## src/rtl/button_conditioner.sv

```systemverilog
// Button/switch input conditioner: polarity normalisation, two-flop synchroniser,
// per-channel debounce, registered press/release pulses and a press-toggled latch.
module button_conditioner #(
  parameter int N_CH            = 2,
  parameter int DEBOUNCE_CYCLES = 250000,
  parameter bit ACTIVE_LOW      = 1'b1
) (
  input  logic            clk,
  input  logic            rst,
  input  logic [N_CH-1:0] btn_raw,
  output logic [N_CH-1:0] level,
  output logic [N_CH-1:0] press_pulse,
  output logic [N_CH-1:0] release_pulse,
  output logic [N_CH-1:0] toggled
);

  localparam int CW = (DEBOUNCE_CYCLES > 1) ? $clog2(DEBOUNCE_CYCLES) : 1;
  localparam logic [CW-1:0] CNT_MAX = CW'(DEBOUNCE_CYCLES - 1);

  logic [N_CH-1:0] p_raw;
  logic [N_CH-1:0] s1_q, s2_q;
  logic [N_CH-1:0] db_q, db_d;
  logic [N_CH-1:0] level_q, press_q, release_q, toggled_q;

  assign p_raw = btn_raw ^ {N_CH{ACTIVE_LOW}};

  // NOTE: state updates use non-blocking assignments so every flop samples
  // pre-edge values; blocking here would collapse the two synchroniser stages.
  always_ff @(posedge clk) begin
    if (rst) begin
      s1_q <= '0;
      s2_q <= '0;
    end else begin
      s1_q <= p_raw;
      s2_q <= s1_q;
    end
  end

  for (genvar ch = 0; ch < N_CH; ch++) begin : g_ch
    logic [CW-1:0] cnt_q, cnt_d;

    // NOTE: next-state values get defaults first so no path leaves them
    // unassigned, which would otherwise infer a latch.
    always_comb begin
      cnt_d    = '0;
      db_d[ch] = db_q[ch];
      if (s2_q[ch] != db_q[ch]) begin
        if (cnt_q == CNT_MAX) begin
          db_d[ch] = s2_q[ch];
        end else begin
          cnt_d = cnt_q + 1'b1;
        end
      end
    end

    always_ff @(posedge clk) begin
      if (rst) begin
        cnt_q    <= '0;
        db_q[ch] <= 1'b0;
      end else begin
        cnt_q    <= cnt_d;
        db_q[ch] <= db_d[ch];
      end
    end
  end

  // level_q trails db_q by one cycle, so an edge of db_q is visible as db_q != level_q.
  always_ff @(posedge clk) begin
    if (rst) begin
      level_q   <= '0;
      press_q   <= '0;
      release_q <= '0;
      toggled_q <= '0;
    end else begin
      level_q   <= db_q;
      press_q   <= db_q & ~level_q;
      release_q <= ~db_q & level_q;
      toggled_q <= toggled_q ^ (db_q & ~level_q);
    end
  end

  assign level         = level_q;
  assign press_pulse   = press_q;
  assign release_pulse = release_q;
  assign toggled       = toggled_q;

endmodule
```

## config.mk

```make
export PLATFORM = sky130hd
export DESIGN_NAME = button_conditioner
export DESIGN_NICKNAME = d
export VERILOG_FILES = /design/src/rtl/button_conditioner.sv
export SDC_FILE = /design/constraint.sdc
export NUM_CORES = 1
export LEC_CHECK = 0
export ABC_AREA = 1
export ABC_CLOCK_PERIOD_IN_PS = 2100
export CAP_MARGIN = 0
export CORE_MARGIN = 1
export CORE_UTILIZATION = 60
export CTS_BUF_LIST = sky130_fd_sc_hd__clkbuf_4
export CTS_CLUSTER_DIAMETER = 100
export DETAILED_ROUTE_END_ITERATION = 8
export DONT_BUFFER_PORTS = 1
export HOLD_SLACK_MARGIN = 0.02
export PLACE_DENSITY = 0.76
export SETUP_SLACK_MARGIN = 0.02
export SLEW_MARGIN = 30
export SYNTH_ARGS = -nofsm -noshare
export SYNTH_HDL_FRONTEND = slang
export SYNTH_SLANG_ARGS = --single-unit
```

## constraint.sdc

```tcl
create_clock -name clk -period 2.1 [get_ports clk]
set_clock_uncertainty 0.15 [all_clocks]
set_input_delay 0.315 -clock clk [delete_from_list [all_inputs] [get_ports clk]]
set_output_delay 0.315 -clock clk [all_outputs]
set_load 0.01 [all_outputs]
```

==> results_dict.tcl, run 1 <==
set metrics [dict create \
    status "finished, final reports clean" \
    finalSetupViolations 0 \
    seq_power_share_pct 61.6 \
    fin_total_pwr_mw 1.55 \
    wirelength_um 4190 \
    grt_usage_pct 23.0 \
    drcViolationCount 0 \
    cts_max_path_buffers 2 \
    synth_largest_area_cell "dfxtp_1" \
    power.share.clock_pct 36.8 \
    internal-power_mw 1.23 \
    ir_drop_mv 0.399 \
    synth_area_per_cell_um2 6.82 \
    rsz0062_at_grt "false" \
    ys_ff_latch 50 \
    holdWs_ns 0.111 \
    drive_gt1_share_pct 6.02 \
    vias 1947 \
    synth_area_leaders "dfxtp_1, nor2_1, nand2_1" \
    synth_top_area_share_pct 43.2 \
    drt-vias-per-instance 4.90 \
    antenna_left 0 \
    synth-simple-area-share_pct 35.2 \
    fin_crit_ns 1.71 \
    cts_tree "yes" \
    chipHeight_um 64.2 \
    maxCapViolCount 0 \
    synth_top_family_by_area "simple AND/OR/NAND/NOR gates" \
    critPathKind "input pin to flop" \
    grt_pass1_wl_um 7470 \
    yosysMostFrequentCell "nor2_1" \
    firstDrtPassIters 4 \
    worst_slew_pin_slew_ns 0.349 \
    routabilityCongestion 0.885 \
    final_nets 354 \
    slew_headroom_pct 76.7 \
    finalCritPeriodShare_pct 81.3 \
    clock-sinks 50 \
    diodes 0 \
    powerDensity_mw_per_mm2 627 \
    die_w_um 64.2 \
    synth_area_mm2 0.00232 \
    synth_cells 340 \
    grt_max_degree 19 \
    cp-end-kind "flop" \
    slew_violations 0 \
    seq_area_frac_synth_pct 43.2 \
    initial_core_util_pct 62.9 \
    fin_cells 397 \
    synth-compound-area-share_pct 5.72 \
    ioPinCount 12 \
    cp-start-kind "input pin" \
    portBuffers 0 \
    grt_pass1_vias 1791 \
    cts-htree-levels 2 \
    core-area_mm2 0.00369 \
    cellLeakagePower_nw 0.814 \
    power.net_switching_uw 325 \
    cp.arrival_ns 1.87 \
    synth_cell_types 22 \
    synth_mux_area_share_pct 0 \
    antenna_found_initial 0 \
    dp_hpwl_um 3050 \
    dpl.cell_count 385 \
    cp_data_required_time_ns 2.26 \
    drt_iter0_drc 151 \
    setup_tns_ns 0 \
    synth_common_cells "nor2_1, nand2_1, dfxtp_1" \
    clock_latency_ns 0.37 \
    synth-main-ff-cell "dfxtp_1" \
    grt-ovfl-total 0 \
    cts_inserted_buffers 5 \
    num_rows 22 \
    die_area_mm2 0.00412 \
    cts_root_buffer "clkbuf_4" \
    crit_fanout 18 \
    yosys_warnings 0 \
    async_flop_share_pct 0 \
    max_freq_mhz 586 \
    synthAdderAreaFrac_pct 1.08 \
    syn2layout_area_growth_pct 6.75 \
    hold_class "input pin to flop" \
    swShare_pct 20.9 \
    hold_viol_final 0 \
    synthXorXnorAreaFrac_pct 6.42 \
    combPwrFrac_pct 1.6 \
    wl_per_cell_um 10.6 \
    synth_edf_count 0 \
    syn_nets 346 \
    path_clk_slew_ns 0.14 \
]
[cell families after synthesis]
kind of cell | after synthesis
xor+xnor | 17
buf+inv | 48
compound gates | 26
simple gates | 197
flops | 50
fa+ha+maj | 2
[critical path, stage by stage]
cell	delay, ns
dlygate4sd3_1	0.68
inv_1	0.19
o21ai_0	0.12
a21oi_1	0.23
nand2_4	0.18
a21oi_1	0.16
[timing repair]
| action | 4_1_cts | 5_1_grt |
|---|---|---|
| endpoints found under the hold margin | 14 | 0 |
| resized for setup | 0 | 0 |
| setup endpoints to repair | 0 | 0 |
| setup buffers | 0 | 0 |
| hold buffers | 4 | 0 |
[power groups by stage]
stage               registers (mW)  clock network, mW  logic [mW]
CTS                          0.956              0.584      0.0248
floorplan                    0.976                  0      0.0171
global route                 0.957              0.623      0.0277
finish                       0.956              0.572      0.0247
global placement             0.976                  0      0.0158
detailed placement           0.976                  0      0.0165
[state kept, by name, indices dropped and copies added, names as in the netlist]
signal	flops
g_ch.cnt_q	36
db_q	2
level	2
press_pulse	2
release_pulse	2
s1_q	2
s2_q	2
toggled	2
[final cells by class]
type,instances,area (um2)
Sequential cell,50,1000
Fill cell,333,1210
Clock inverter,2,37.5
Clock buffer,6,45.0
Inverter,45,169
Timing Repair Buffer,4,40.0
Tap cell,48,60.1
Multi-Input combinational cell,242,1120
[metrics by stage]
stage / util, % / instance area [um2] / worst slack (ns)
3_5_place_dp: 63.8 / 2350 / 0.419
2_1_floorplan: - / 2320 / 0.548
3_3_place_gp: 63.8 / 2350 / 0.483
5_1_grt: 67.1 / 2470 / 0.267
4_1_cts: 67.1 / 2470 / 0.402
6_report: 67.1 / 2470 / 0.392
[per-layer routing]
metal	up-vias	global-route usage, %	wire length (um)
met5	-	0	0
met4	0	7.50	57
li1	1052	-	-
met2	34	39.8	1980
met1	855	27.7	2010
met3	6	6.07	144
[cells in the final DEF, fill, tap and decap left out]
cell	n
nor2_1	82
a21oi_1	15
bufinv_16	1
inv_1	43
nand2_2	1
xor2_1	13
dfxtp_1	50
nand3_1	17
nand2_4	1
nor2_4	1
xnor2_1	4
dlygate4sd3_1	4
nand2_1	80
nand4_1	4
inv_2	2
o21ai_0	10
nand3_2	1
nor3_1	3
ha_1	2
clkbuf_4	6
nor2_2	4
or2_2	3
o21bai_1	1
clkinvlp_4	1
[final timing paths]
kind	from	end	slack [ns]	depth (start not counted)
setup reg to reg	g_ch[0].cnt_q[0]	g_ch[0].cnt_q[12]	0.41	8
hold reg to reg	s1_q[0]	s2_q[0]	0.25	2
hold / removal	rst	g_ch[0].cnt_q[14]	0.11	5
setup / recovery	rst	g_ch[1].cnt_q[8]	0.39	6
Power figures use the tool's default switching activity.
==> inputs of run 2 (changes only) <==
- ABC_CLOCK_PERIOD_IN_PS: 2100 -> 1700
- clock period: 2.1 -> 1.7 ns (I/O delays scaled with it)
==> run 2 against run 1 <==
Clock power increased by 20%. Utilization increased by 2.8 points. Routed wire length increased by 11%. First-iteration DRC count decreased by 26%. Sequential share of layout area decreased by 1.5 points. Worst hold slack improved by 0.0075 ns. Critical path depth increased by 2. Via count increased by 1.2%. Highest routed layer unchanged.
==> results_dict.tcl, run 2 (synthesis gave the netlist of run 1 again) <==
set metrics [dict create \
    cp-start-kind "flop" \
    setup_tns_ns 0 \
    clock-sinks 50 \
    final_cell_mix "nor2_1, nand2_1, dfxtp_1" \
    ioPinCount 12 \
    whs_endpoint "g_ch[0].cnt_q[15]" \
    syn2layout_area_growth_pct 11.3 \
    largest_reg_flops 36 \
    cts_tree "yes" \
    num_rows 22 \
    slew_violations 0 \
    chipHeight_um 64.2 \
    worst_slew_pin_slew_ns 0.404 \
    hold_viol_final 0 \
    grt_pass1_vias 1804 \
    r2r_slack_ns 0.09 \
    final_nets 362 \
    powerDensity_mw_per_mm2 738 \
    wirelength_um 4640 \
    initial_core_util_pct 62.9 \
    path_clk_slew_ns 0.14 \
    grt_max_degree 19 \
    cts_root_buffer "clkbuf_4" \
    core-area_mm2 0.00369 \
    diodes 0 \
    rsz0062_at_grt "true" \
    fin_crit_ns 1.61 \
    die_w_um 64.2 \
    cp_data_required_time_ns 1.84 \
    fin_cells 405 \
    die_area_mm2 0.00412 \
    hold_depth 5 \
    crit_chain "ha_2 > nand2_2 > nor2_4 > inv_2 > nor2_4 > nand3_4 > nand2_2 > nor2_1" \
    fin_total_pwr_mw 1.90 \
    r2r_start "g_ch[1].cnt_q[1]" \
    maxCapViolCount 0 \
    ir_drop_mv 0.406 \
    r2r_end "g_ch[1].cnt_q[10]" \
    hold_class "input pin to flop" \
    drt_iter0_drc 111 \
    slew_headroom_pct 73.0 \
    antenna_left 0 \
    grt_pass1_wl_um 7550 \
    r2r_cells 8 \
    cellLeakagePower_nw 0.844 \
    cts_max_path_buffers 2 \
    clock_latency_ns 0.38 \
    top_register "g_ch.cnt_q" \
    drive_gt1_share_pct 10.9 \
    drcViolationCount 0 \
    cts_inserted_buffers 5 \
    grt-ovfl-total 0 \
    cp_slowest_stage_delay_ns 0.36 \
    crit_path_top_delay_cell "dfxtp_2" \
    dp_hpwl_um 3010 \
    finalCritPeriodShare_pct 94.4 \
    holdWs_ns 0.119 \
    firstDrtPassIters 6 \
    crit_fanout 5 \
    dpl.cell_count 386 \
    cp.arrival_ns 1.75 \
    drt-vias-per-instance 4.86 \
    wl_per_cell_um 11.5 \
    portBuffers 0 \
    critPathKind "flop to flop" \
    cp-end-kind "flop" \
    hp-start "rst" \
    antenna_found_initial 0 \
    status "finished, final reports clean" \
    finalSetupViolations 0 \
    final_common_cell "nor2_1" \
    cts-htree-levels 2 \
    max_freq_mhz 623 \
    vias 1970 \
    final_util_pct 69.9 \
    routabilityCongestion 0.825 \
    grt_usage_pct 23.5 \
]
-- run 2: worst max-delay path by stage --
stage          slack (ns)        startpoint                end
5_1_grt             0.008  g_ch[1].cnt_q[1]   g_ch[1].cnt_q[0]
4_1_cts              0.02               rst   g_ch[1].cnt_q[6]
2_1_floorplan        0.15  g_ch[1].cnt_q[0]  g_ch[1].cnt_q[13]
3_3_place_gp          0.1  g_ch[0].cnt_q[0]  g_ch[0].cnt_q[12]
3_5_place_dp         0.04  g_ch[0].cnt_q[0]  g_ch[0].cnt_q[12]
6_report             0.09  g_ch[1].cnt_q[1]  g_ch[1].cnt_q[10]
-- run 2: metal layers --
layer | up-vias | share of wire [%] | GRT usage, %
li1 | 1073 | - | -
met1 | 844 | 46 | 26.8
met2 | 38 | 48 | 41.6
met3 | 15 | 2.9 | 5.54
met4 | 0 | 2.9 | 10.3
met5 | - | 0 | 0
-- run 2: where the power goes --
group,switching (mW),leakage (nW),internal (mW),total [mW]
sequential,0.00223,0.405,1.18,1.18
combinational,0.0239,0.394,0.0135,0.0374
clock,0.382,0.0450,0.305,0.687
total,0.408,0.844,1.50,1.90
-- run 2: worst max-delay path, delay by kind of cell (launching register included) --
kind	cells	cell delay, ns
flops	1	0.36
buf+inv	1	0.08
fa+ha+maj	1	0.20
simple gates	6	0.74
-- run 2: final cells by class --
type,count,area (um2)
repair inverters,1,6.26
clock inverters,3,40.0
fillers,302,1110
flip-flops and latches,50,1000
multi-input cells,245,1190
inverters,45,174
repair buffers,8,67.6
clock buffers,5,37.5
well taps,48,60.1
-- run 2: repair_timing --
action | CTS | global route
endpoints found under the hold margin | 14 | 0
hold buffers | 3 | 0
cloned | 0 | 4
pin swaps | 0 | 6
setup endpoints to repair | 1 | 34
resized for setup | 1 | 18
buffers inserted | 0 | 4
-- run 2: through the flow --
step	area [um2]	worst slack [ns]
after CTS	2470	0.0244
after global placement	2360	0.0959
after global routing	2580	0.00840
after detailed placement	2360	0.0412
final	2580	0.0944
after floorplan	2320	0.148
